<file path="src/rtl/gfx256_pkg.sv">
// Shared types and constants for the gfx256 z-buffer read path.
package gfx256_pkg;

  // Line address: a 256-bit (32-byte) memory line, so bits [4:0] are implied zero.
  typedef logic [31:5] line_addr_t;

  // One 256-bit z-buffer line.
  typedef logic [255:0] zline_t;

  // Responder states.
  typedef enum logic [1:0] {
    IDLE = 2'd0,
    BUS  = 2'd1,
    DONE = 2'd2
  } zrd_state_t;

  // Data returned on a failed read. A z of 0 always passes the depth test, so
  // a failed read leads to the pixel being drawn instead of silently lost.
  localparam zline_t ZRD_ERR_DATA = 256'h0;

endpackage : gfx256_pkg

</file>
<file path="src/rtl/gfx256_zline_cache.sv">
// One-line z-buffer cache: valid bit, line tag and 256 data bits.
// Built only when GFX256_ZREAD_LINE_CACHE_EN is defined.
// A matching write notification always beats a hit check in the same cycle,
// so the requester never sees a line that is being overwritten.
module gfx256_zline_cache
  import gfx256_pkg::*;
(
  input  logic         clk_i,
  input  logic         rst_i,
  // Hit check for the request in IDLE.
  input  logic [31:5]  lookup_addr_i,
  output logic         hit_o,
  output logic [255:0] data_o,
  // Successful bus read: refill the line.
  input  logic         fill_i,
  input  logic [31:5]  fill_addr_i,
  input  logic [255:0] fill_data_i,
  // Failed or timed-out bus read: forget the line.
  input  logic         drop_i,
  // Write notification for a z line.
  input  logic         inval_i,
  input  logic [31:5]  inval_addr_i
);

  logic       valid_q;
  logic       valid_d;
  line_addr_t tag_q;
  zline_t     line_q;
  logic       inval_match;
  logic       fill_inval;

  assign inval_match = inval_i && valid_q && (inval_addr_i == tag_q);
  // A write to the line being fetched makes the fetched data stale already.
  assign fill_inval  = inval_i && (inval_addr_i == fill_addr_i);

  assign hit_o  = valid_q && (lookup_addr_i == tag_q) && !inval_match;
  assign data_o = line_q;

  // Next valid bit: refill sets it, invalidation and failed reads clear it.
  always_comb begin
    valid_d = valid_q;
    if (inval_match || drop_i) begin
      valid_d = 1'b0;
    end
    if (fill_i) begin
      valid_d = !fill_inval;
    end
  end

  // Valid bit: the only cache state that needs a defined value after reset.
  always_ff @(posedge clk_i or posedge rst_i) begin
    if (rst_i) begin
      valid_q <= 1'b0;
    end else begin
      valid_q <= valid_d;
    end
  end

  // Tag and line storage, written on refill.
  // NOTE: tag/data carry no reset; they are only read while valid_q is set.
  always_ff @(posedge clk_i) begin
    if (fill_i) begin
      tag_q  <= fill_addr_i;
      line_q <= fill_data_i;
    end
  end

endmodule : gfx256_zline_cache

</file>
<file path="src/rtl/gfx256_zbuf_reader.sv">
// Z-buffer read responder: turns each depth-test request into one Wishbone
// classic read of a 256-bit line and returns it with a one-cycle ack.
// Optional macro: GFX256_ZREAD_LINE_CACHE_EN adds a one-line cache that serves
// repeated reads of the same line without a bus cycle.
module gfx256_zbuf_reader
  import gfx256_pkg::*;
#(
  parameter int unsigned TIMEOUT_CYCLES = 255,  // 0 disables the timeout
  parameter int unsigned TO_W           = 8     // 2**TO_W > TIMEOUT_CYCLES
) (
  input  logic         clk_i,
  input  logic         rst_i,
  // Requester side
  input  logic         req_i,
  input  logic [31:5]  addr_i,
  input  logic [31:0]  sel_i,
  output logic         ack_o,
  output logic [255:0] data_o,
  output logic         busy_o,
  output logic         err_o,
  // Bus side
  input  logic         bus_busy_i,
  output logic         wb_cyc_o,
  output logic         wb_stb_o,
  output logic         wb_we_o,
  output logic [31:5]  wb_adr_o,
  output logic [31:0]  wb_sel_o,
  input  logic [255:0] wb_dat_i,
  input  logic         wb_ack_i,
  input  logic         wb_err_i,
  // Z-line write notification
  input  logic         inval_i,
  input  logic [31:5]  inval_addr_i
);

  localparam bit TIMEOUT_EN = (TIMEOUT_CYCLES != 0);
  // The abort fires in the last allowed bus cycle, so the read sees exactly
  // TIMEOUT_CYCLES cycles of wb_cyc_o before the error ack.
  localparam logic [TO_W-1:0] TO_LAST = TO_W'(TIMEOUT_EN ? TIMEOUT_CYCLES - 1 : 0);

  zrd_state_t      state_q, state_d;
  logic [TO_W-1:0] cnt_q, cnt_d;
  logic            ack_q, ack_d;
  logic            err_q, err_d;
  zline_t          data_q, data_d;
  logic            busy_q;
  logic            cyc_q, cyc_d;
  line_addr_t      adr_q, adr_d;
  logic [31:0]     sel_q, sel_d;

  logic            timeout_hit;
  logic            bus_ok;
  logic            bus_fail;
  logic            cache_hit;
  zline_t          cache_data;

  assign timeout_hit = TIMEOUT_EN && (cnt_q == TO_LAST);

`ifdef GFX256_ZREAD_LINE_CACHE_EN
  gfx256_zline_cache u_cache (
    .clk_i         (clk_i),
    .rst_i         (rst_i),
    .lookup_addr_i (addr_i),
    .hit_o         (cache_hit),
    .data_o        (cache_data),
    .fill_i        (bus_ok),
    .fill_addr_i   (adr_q),
    .fill_data_i   (wb_dat_i),
    .drop_i        (bus_fail),
    .inval_i       (inval_i),
    .inval_addr_i  (inval_addr_i)
  );
`else
  logic unused_inval;

  assign cache_hit    = 1'b0;
  assign cache_data   = ZRD_ERR_DATA;
  assign unused_inval = inval_i ^ (^inval_addr_i);
`endif

  // Next-state and output decode for the request/bus handshake.
  // NOTE: every comb output gets a default first, so no path leaves a latch.
  always_comb begin
    state_d  = state_q;
    cnt_d    = cnt_q;
    ack_d    = 1'b0;
    err_d    = 1'b0;
    data_d   = data_q;
    cyc_d    = cyc_q;
    adr_d    = adr_q;
    sel_d    = sel_q;
    bus_ok   = 1'b0;
    bus_fail = 1'b0;

    unique case (state_q)
      IDLE: begin
        if (req_i) begin
          if (cache_hit) begin
            // Hit needs no bus, so bus_busy_i does not matter here.
            data_d  = cache_data;
            ack_d   = 1'b1;
            state_d = DONE;
          end else if (!bus_busy_i) begin
            adr_d   = addr_i;
            sel_d   = sel_i;
            cyc_d   = 1'b1;
            cnt_d   = '0;
            state_d = BUS;
          end
        end
      end

      BUS: begin
        // Error wins over a simultaneous ack; a real ack wins over the timeout.
        if (wb_err_i) begin
          bus_fail = 1'b1;
        end else if (wb_ack_i) begin
          bus_ok = 1'b1;
        end else if (timeout_hit) begin
          bus_fail = 1'b1;
        end else begin
          cnt_d = cnt_q + TO_W'(1);
        end

        if (bus_ok) begin
          data_d  = wb_dat_i;
          cyc_d   = 1'b0;
          ack_d   = 1'b1;
          state_d = DONE;
        end else if (bus_fail) begin
          data_d  = ZRD_ERR_DATA;
          cyc_d   = 1'b0;
          ack_d   = 1'b1;
          err_d   = 1'b1;
          state_d = DONE;
        end
      end

      // Guard cycle: the requester drops req_i on the edge where it samples
      // ack_o, so req_i is ignored here to avoid a duplicate read.
      DONE: begin
        state_d = IDLE;
      end

      default: begin
        state_d = IDLE;
      end
    endcase
  end

  // State and output registers; reset drops the bus cycle immediately.
  // NOTE: sequential state uses <= so every register samples pre-edge values.
  always_ff @(posedge clk_i or posedge rst_i) begin
    if (rst_i) begin
      state_q <= IDLE;
      cnt_q   <= '0;
      ack_q   <= 1'b0;
      err_q   <= 1'b0;
      data_q  <= '0;
      busy_q  <= 1'b0;
      cyc_q   <= 1'b0;
      adr_q   <= '0;
      sel_q   <= '0;
    end else begin
      state_q <= state_d;
      cnt_q   <= cnt_d;
      ack_q   <= ack_d;
      err_q   <= err_d;
      data_q  <= data_d;
      busy_q  <= (state_d != IDLE) || bus_busy_i;
      cyc_q   <= cyc_d;
      adr_q   <= adr_d;
      sel_q   <= sel_d;
    end
  end

  assign ack_o    = ack_q;
  assign err_o    = err_q;
  assign data_o   = data_q;
  assign busy_o   = busy_q;
  assign wb_cyc_o = cyc_q;
  assign wb_stb_o = cyc_q;
  assign wb_we_o  = 1'b0;
  assign wb_adr_o = adr_q;
  assign wb_sel_o = sel_q;

endmodule : gfx256_zbuf_reader

</file>
<file path="config.mk">
export PLATFORM = sky130hd
export DESIGN_NAME = gfx256_zbuf_reader
export DESIGN_NICKNAME = d
export VERILOG_FILES = /design/src/rtl/gfx256_pkg.sv /design/src/rtl/gfx256_zline_cache.sv /design/src/rtl/gfx256_zbuf_reader.sv
export SDC_FILE = /design/constraint.sdc
export NUM_CORES = 1
export LEC_CHECK = 0
export CAP_MARGIN = 20
export CORE_AREA = 2 2 261 263
export CTS_CLUSTER_SIZE = 14
export DETAILED_ROUTE_END_ITERATION = 16
export DIE_AREA = 0 0 263 265
export GPL_ROUTABILITY_DRIVEN = 0
export MAX_ROUTING_LAYER = met4
export PLACE_DENSITY_LB_ADDON = 0.2
export SYNTH_ARGS = -nofsm -noshare
export SYNTH_HDL_FRONTEND = slang
export SYNTH_SLANG_ARGS = --single-unit
</file>
<file path="constraint.sdc">
create_clock -name clk_i -period 32.2 [get_ports clk_i]
set_clock_uncertainty 0.2 [all_clocks]
set_input_delay 6.44 -clock clk_i [delete_from_list [all_inputs] [get_ports clk_i]]
set_output_delay 6.44 -clock clk_i [all_outputs]
set_load 0.05 [all_outputs]
</file>
==> out/metrics.yaml, run 1 <==
ys_seq_elements: 329
firstDrtPassIters: 4
met3_usage: 0.04524
worst_slew_pin_slew_ns: 1.089
avgRoutedWirePerCell_um: 17.67
post_dp_cell_area_um2: 20760
outcome: "complete, no violations"
crit_slowest_cell: "buf_4"
use_met1: 0.1679
period_needed_ns: 9.217
die_y_um: 265
cp.buffers_inverters: 4
hold_buffers: 0
drc: 0
crit_type: "in2reg"
synth-async-reset-ratio: 1.000
hpwlAfterDp_um: 34470
synth_top_area_share: 0.6076
start_kind: "input port"
grt_antenna_before_repair: 6
synth_flop_cell: "dfrtp_1"
cts_tree: "built"
crit_chain: "clkdlybuf4s50_1 > inv_1 > nor3_4 > buf_12 > buf_4 > a22oi_1 > nand2_1"
layout_commonest_cell: "nand2_1"
cpLargestDelayFamily: "buffers and inverters"
critical_path.max_stage_delay_ns: 0.97
coreArea_um2: 66800
overflow: 0
mostFrequentLayoutCells: "nand2_1 (695), clkdlybuf4s50_1 (640), dfrtp_1 (329)"
die_x_um: 263
min_period_over_period: 0.2862
irDropWorstVdd_mv: 0.04839
cts.repair.resized: 0
start_util: 0.2028
cp_max_fo: 164
cts_setup_buffers: 0
synthCells: 1429
cts_max_level: 2
p_per_area_nw_per_um2: 111.0
clock-sinks: 329
portBuffers: 640
max_freq_mhz: 108.5
end_kind: "flop"
dieArea_um2: 69700
clockBufferDepth: 3
syn_nets: 1780
drive_gt1_frac: 0.03751
io_pins: 670
worstHoldPathType: "reg2reg"
layout.nets: 2373
critPathArrivalTime_ns: 9.50
rsz0062_at_grt: "no"
yosysUniqueCellTypes: 36
drt_iter0_drc: 659
finalWirelength_um: 51800
clk_pin_slew_worst_paths_ns: 0.06
setup_viol: 0
final_cell_area_um2: 22120
p_leak_nw: 9.762
clkLatencyLatePin_ns: 0.55
critPathRequiredTime_ns: 32.49
avgViaCountPerCell: 4.295
multiInputGateArea_um2: 4886
avgSynthCellArea_um2: 9.482
synth-seq-area-share: 0.6076
area_growth_syn_to_layout_pct: 63.22
finalSetupTns_ns: 0
synthTopCellsByArea: "dfrtp_1 (61%), nand2_1 (19%), a22oi_1 (14%), buf_2 (1.8%), clkbuf_1 (1.3%)"
grt_pass1_wl_um: 78180
drv_slew: 0
cap_violations: 0
gr-usage-met2: 0.2466
fin_util: 0.3311
track_usage: 0.1470
ys_warn_count: 0
numCtsBuffers: 41
grt_pass1_vias: 12590
root_buffer: "clkbuf_16"
dr_total_vias: 12590
relSlewSlack: 0.2742
fillers: 6854
grt.busiest_layer: "met2"
synth_area_um2: 13550
grt_max_degree: 170
num_rows: 95
regArea_um2: 8233
ant_nets: 0
synth_largest_area_cell: "dfrtp_1"
synth_edf_count: 0
hold_violations: 0
## cells by family after synthesis
kind of cell,after synthesis,synth area share
AO/OA/AOI/OAI,269,0.1492
XOR/XNOR,1,0.0006465
adder cells (fa/ha/maj),2,0.001847
buffers and inverters,104,0.03380
flip-flops,329,0.6076
multiplexers,2,0.001478
other,1,0.0002768
AND/OR/NAND/NOR,721,0.2051
## stage by stage
step           total power, mW  hold slack (ns)  setup slack [ns]  std cells
3_5_place_dp             2.004           0.2612             22.60       2852
3_3_place_gp             1.992           0.2612             22.65       2852
5_1_grt                  2.576           0.2945             22.86       2932
4_1_cts                  2.489           0.2749             23.18       2926
2_1_floorplan            1.512           0.2645             16.45       1429
6_report                 2.454           0.2707             22.98       2932
## worst register-to-register path: stages (launching register included)
cell and delay (ns):
dfrtp_1 0.42, inv_1 0.06, ha_1 0.23, and3_1 0.23, a211oi_4 0.32, buf_12 0.56
buf_4 1.11, nand2_1 0.24, nand2_1 0.09
## layout make-up
type,instances,share of cell area
antenna,6,0.0006789
sequential,329,0.3723
inverter,3,0.0008487
clock buffer,64,0.05494
multi-input combinational,996,0.2209
timing repair buffer,651,0.2951
tap,873,0.04939
clock inverter,10,0.005827
## metal layers
layer  part of all wire  up-vias
li1                   -     5986
met1               0.40     6148
met2               0.51      395
met3              0.070       63
met4              0.023        0
met5                  0        -
## synthesized netlist by cell type, types with 2 or more instances
cell      count
dfrtp_1     329
a21oi_1       2
and4_1        2
nor2_1       10
a31oi_1       2
o21bai_1      2
ha_1          2
nand2b_1      2
buf_2        48
buf_1         5
clkbuf_1     46
inv_1         3
nand2_1     695
a22oi_1     256
nand3_1       2
mux2i_1       2
buf_4         2
## registers in the layout (all words and copies together) (netlist names)
signal and cells:
wb_cyc_o 1, err_o 1, wb_sel_o 32, data_o 256, ack_o 1, busy_o 1, state_q 2, cnt_q 8
wb_adr_o 27
## power by group
group          internal [mW]  switching (mW)
logic                  0.427           0.846
clock network          0.283           0.185
registers              0.584           0.129
total                   1.29            1.16
## final timing paths
path                       cells after the start            to  slack (ns)         start
min reg2reg                                    2  wb_adr_o[14]        0.27  wb_adr_o[14]
max                                            7   data_o[242]       22.98      wb_ack_i
max in group asynchronous                      3    data_o[19]       23.88         rst_i
max reg2reg                                    8   data_o[246]       28.67      cnt_q[0]
min in group asynchronous                      2   data_o[161]        6.26         rst_i
min                                            2  wb_adr_o[14]        0.27  wb_adr_o[14]
(Power assumes the default switching activity.)
==> run 2, diff against run 1 <==
Settings changed: CORE_AREA 2 2 261 263 to 2 2 263 265, DIE_AREA 0 0 263 265 to 0 0 265 267.
Clock period 32.2 ns to 9.3 ns, I/O delays scaled along.
==> run 2 against run 1 <==
Clock power grew to 3.6 times the previous value; largest cell class unchanged; register-to-register slack worse by 23 ns; critical endpoint is now data_o[91]; non-clock buffer count is 4 higher; combinational power grew to 3.5 times the previous value; final area is 0.36% higher.
==> out/metrics.yaml, run 2 (same netlist as run 1, synthesis figures left out) <==
finalWirelength_um: 52220
rsz0062_at_grt: "no"
min_period_over_period: 0.4764
overflow: 0
drive_gt1_frac: 0.04039
largest_reg_flops: 256
dr_total_vias: 12600
crit_chain: "clkdlybuf4s50_1 > inv_1 > nor3_4 > buf_4 > buf_4 > a22oi_1 > nand2_1"
period_needed_ns: 4.431
worst_slew_pin_slew_ns: 1.071
relSlewSlack: 0.2858
hpwlAfterDp_um: 35450
cts_tree: "built"
area_growth_syn_to_layout_pct: 63.81
p_leak_nw: 9.805
clock-sinks: 329
clockBufferDepth: 3
post_dp_cell_area_um2: 20780
io_pins: 670
drt_iter0_drc: 656
cts_setup_buffers: 0
grt_pass1_wl_um: 78640
firstDrtPassIters: 5
fillers: 6966
drc: 0
cap_violations: 0
power_mw: 8.565
ant_nets: 0
path_common_cell: "buf_4"
clk_pin_slew_worst_paths_ns: 0.06
irDropWorstVdd_mv: 0.1667
crit_slowest_cell: "buf_4"
clkLatencyLatePin_ns: 0.55
mostFrequentLayoutCells: "nand2_1 (695), clkdlybuf4s50_1 (640), dfrtp_1 (329)"
crit_type: "in2reg"
dieArea_um2: 70760
max_freq_mhz: 225.7
track_usage: 0.1462
die_x_um: 265
start_kind: "input port"
outcome: "complete, no violations"
num_rows: 96
grt_pass1_vias: 12730
critical_path.max_stage_delay_ns: 0.75
layout_commonest_cell: "nand2_1"
grt_antenna_before_repair: 4
final_cell_area_um2: 22200
portBuffers: 640
setup_viol: 0
worstHoldPathType: "reg2reg"
avgViaCountPerCell: 4.285
holdWs_ns: 0.2692
p_per_area_nw_per_um2: 385.9
layout.nets: 2378
critPathRequiredTime_ns: 9.58
numCtsBuffers: 42
finalSetupTns_ns: 0
critPathArrivalTime_ns: 4.71
hold_buffers: 0
die_y_um: 267
grt.busiest_layer: "met2"
grt_max_degree: 154
cp_max_fo: 83
start_util: 0.1993
root_buffer: "clkbuf_16"
gr-usage-met2: 0.2436
end_kind: "flop"
use_met1: 0.1679
avgRoutedWirePerCell_um: 17.76
hold_violations: 0
drv_slew: 0
met3_usage: 0.04936
cts.repair.resized: 0
coreArea_um2: 67990
cts_max_level: 2
run 2: cell count changes in the layout (fill, tap and decap cells not counted), sizes merged:
| cell | before | now |
|---|---|---|
| bufinv | 3 | 4 |
| clkbuf | 64 | 62 |
| buf | 11 | 15 |
| diode | 6 | 4 |
| clkinvlp | 0 | 1 |
| inv | 4 | 2 |
run 2: final timing paths:
check,start,endpoint,slack [ns],cells past startpoint
hold / removal,wb_adr_o[5],wb_adr_o[5],0.27,2
min in group asynchronous,rst_i,data_o[42],1.60,2
setup reg to reg,state_q[1],data_o[91],5.87,5
setup / recovery,wb_ack_i,data_o[91],4.87,7
hold reg to reg,wb_adr_o[5],wb_adr_o[5],0.27,2
max in group asynchronous,rst_i,data_o[196],5.90,3
run 2: final cells by class:
type | count | area [um^2] | area share
repair buffers | 655 | 6544 | 0.2948
flip-flops and latches | 329 | 8233 | 0.3709
well taps | 882 | 1104 | 0.04972
clock buffers | 62 | 1250 | 0.05632
clock inverters | 10 | 153.9 | 0.006934
multi-input cells | 996 | 4886 | 0.2201
diodes | 4 | 10.01 | 0.0004510
inverters | 3 | 15.01 | 0.0006765
run 2: metal layers:
layer / vias to the layer above / routed length, um
met2: 419 / 26010
met3: 74 / 4255
met1: 6101 / 20860
met4: 0 / 1097
li1: 6007 / -
met5: - / 0
run 2: stage by stage:
stage | worst slack [ns] | util | instances
floorplan | 2.847 | - | 1429
global placement | 4.384 | 0.3057 | 2865
detailed placement | 4.353 | 0.3057 | 2865
CTS | 4.921 | 0.3263 | 2937
global route | 4.694 | 0.3265 | 2941
finish | 4.869 | 0.3265 | 2941
run 2: worst max-delay path: cells and delay by family:
| family | cells | cell delay [ns] |
|---|---|---|
| AOI/OAI and AO/OA | 1 | 0.15 |
| buffers and inverters | 4 | 2.21 |
| and+or+nand+nor | 2 | 0.30 |
run 2: where the power goes:
part | total, mW | internal [mW] | switching [mW]
clock | 1.68 | 1.04 | 0.642
combinational | 4.41 | 1.48 | 2.93
sequential | 2.48 | 2.02 | 0.459
total | 8.57 | 4.54 | 4.03
==> run 3, diff against run 2 <==
Settings changed: CORE_AREA 2 2 263 265 to 2 2 261 263, DIE_AREA 0 0 265 267 to 0 0 263 265.
Clock period 9.3 ns to 3.8 ns, I/O delays scaled along.
==> run 3 against run 2 <==
Critical endpoint is now data_o[193]; routed wire length decreased by 1.2%; non-clock buffer count increased by 8; clock power increased by 120%; global-route usage increased by 0.17 points.
==> out/metrics.yaml, run 3 (same netlist as run 1, synthesis figures left out) <==
outcome: "complete, no violations"
start_util: 0.2028
hold_violations: 0
critical_path.max_stage_delay_ns: 0.87
power_mw: 20.62
regArea_um2: 8233
ant_nets: 0
multiInputGateArea_um2: 4886
grt_pass1_wl_um: 79210
gr-usage-met2: 0.2550
seqPwrFrac: 0.295
die_y_um: 265
avgViaCountPerCell: 4.280
place_ws_ns: 0.7537
p_comb_frac: 0.523
clock-sinks: 329
relSlewSlack: 0.3967
root_buffer: "clkbuf_16"
post_dp_cell_area_um2: 20940
cp_max_fo: 3
coreArea_um2: 66800
cts_setup_buffers: 0
drv_slew: 0
largest_reg_flops: 256
clkLatencyLatePin_ns: 0.53
power.internal_mw: 10.83
min_period_over_period: 0.7339
track_usage: 0.1478
irDropWorstVdd_mv: 0.4917
overflow: 0
cts.repair.resized: 0
p_sw_frac: 0.4751
final_cell_area_um2: 22230
critPathArrivalTime_ns: 1.83
grt_max_degree: 156
end_kind: "output port"
worstHoldPathType: "reg2reg"
cts_tree: "built"
fillers: 6791
grt.busiest_layer: "met2"
drc: 0
io_pins: 670
period_needed_ns: 2.789
switchingPower_mw: 9.799
area_growth_syn_to_layout_pct: 64.07
layout.nets: 2385
max_freq_mhz: 358.6
final_cells: 2937
worst_slew_pin_slew_ns: 0.9049
grt_antenna_before_repair: 3
crit_chain: "clkdlybuf4s50_1"
drt_iter0_drc: 736
dieArea_um2: 69700
p_leak_nw: 9.825
hold_buffers: 0
met3_usage: 0.04217
dr_total_vias: 12570
crit_slowest_cell: "clkdlybuf4s50_1"
grt_pass1_vias: 12820
num_rows: 95
finalWirelength_um: 51590
critPathRequiredTime_ns: 2.84
fin_util: 0.3328
dp_cells: 2864
start_kind: "flop"
die_x_um: 263
numCtsBuffers: 41
avgRoutedWirePerCell_um: 17.57
cp.buffers_inverters: 1
p_per_area_nw_per_um2: 927.8
setup_viol: 0
use_met1: 0.1693
clockBufferDepth: 3
cpLargestDelayFamily: "buffers and inverters"
clk_pin_slew_worst_paths_ns: 0.06
mostFrequentLayoutCells: "nand2_1 (695), clkdlybuf4s50_1 (640), dfrtp_1 (329)"
clkPwrFrac: 0.182
hpwlAfterDp_um: 35410
portBuffers: 640
firstDrtPassIters: 5
cts_max_level: 2
layout_commonest_cell: "nand2_1"
cap_violations: 0
crit_type: "reg2out"
timing.final.ws_setup_ns: 1.011
drive_gt1_frac: 0.04464
rsz0062_at_grt: "no"
==> run 3: worst min-delay path, cell delays in order, from the launching register on <==
cell,delay [ns]
dfrtp_1,0.34
nand2_1,0.05
nand2_1,0.05
==> run 3: final timing paths <==
path,from,endpoint,cells after the start,slack (ns)
worst max-delay path,data_o[193],data_o[193],1,1.01
worst min-delay path,wb_adr_o[7],wb_adr_o[7],2,0.27
worst max register to register,state_q[1],data_o[25],6,1.40
worst min register to register,wb_adr_o[7],wb_adr_o[7],2,0.27
max in group asynchronous,rst_i,data_o[98],4,2.07
min in group asynchronous,rst_i,data_o[168],2,0.41
==> run 3: per-layer routing <==
layer | share of wire | up-vias
li1 | - | 6010
met1 | 0.40 | 6094
met2 | 0.51 | 408
met3 | 0.071 | 59
met4 | 0.018 | 0
met5 | 0 | -
==> run 3: final cells by class <==
cell class | instances | share of cell area
Clock buffer | 59 | 0.05369
Antenna cell | 3 | 0.0003377
Sequential cell | 329 | 0.3703
Clock inverter | 11 | 0.003884
Tap cell | 873 | 0.04914
Timing Repair Buffer | 663 | 0.3021
Multi-Input combinational cell | 996 | 0.2198
Inverter | 3 | 0.0006754
==> run 3: stage by stage <==
step,hold WS [ns],setup TNS (ns)
2_1_floorplan,0.2645,-510.83
3_3_place_gp,0.2588,0
3_5_place_dp,0.2608,0
4_1_cts,0.2752,0
5_1_grt,0.2950,0
6_report,0.2718,0
==> run 3: power groups by stage <==
stage / clock, mW / sequential (mW) / combinational, mW
2_1_floorplan: 0 / 11.0 / 1.77
3_3_place_gp: 0 / 6.04 / 10.9
3_5_place_dp: 0 / 6.11 / 10.9
4_1_cts: 3.93 / 6.08 / 10.9
5_1_grt: 4.05 / 6.30 / 11.3
6_report: 3.76 / 6.07 / 10.8
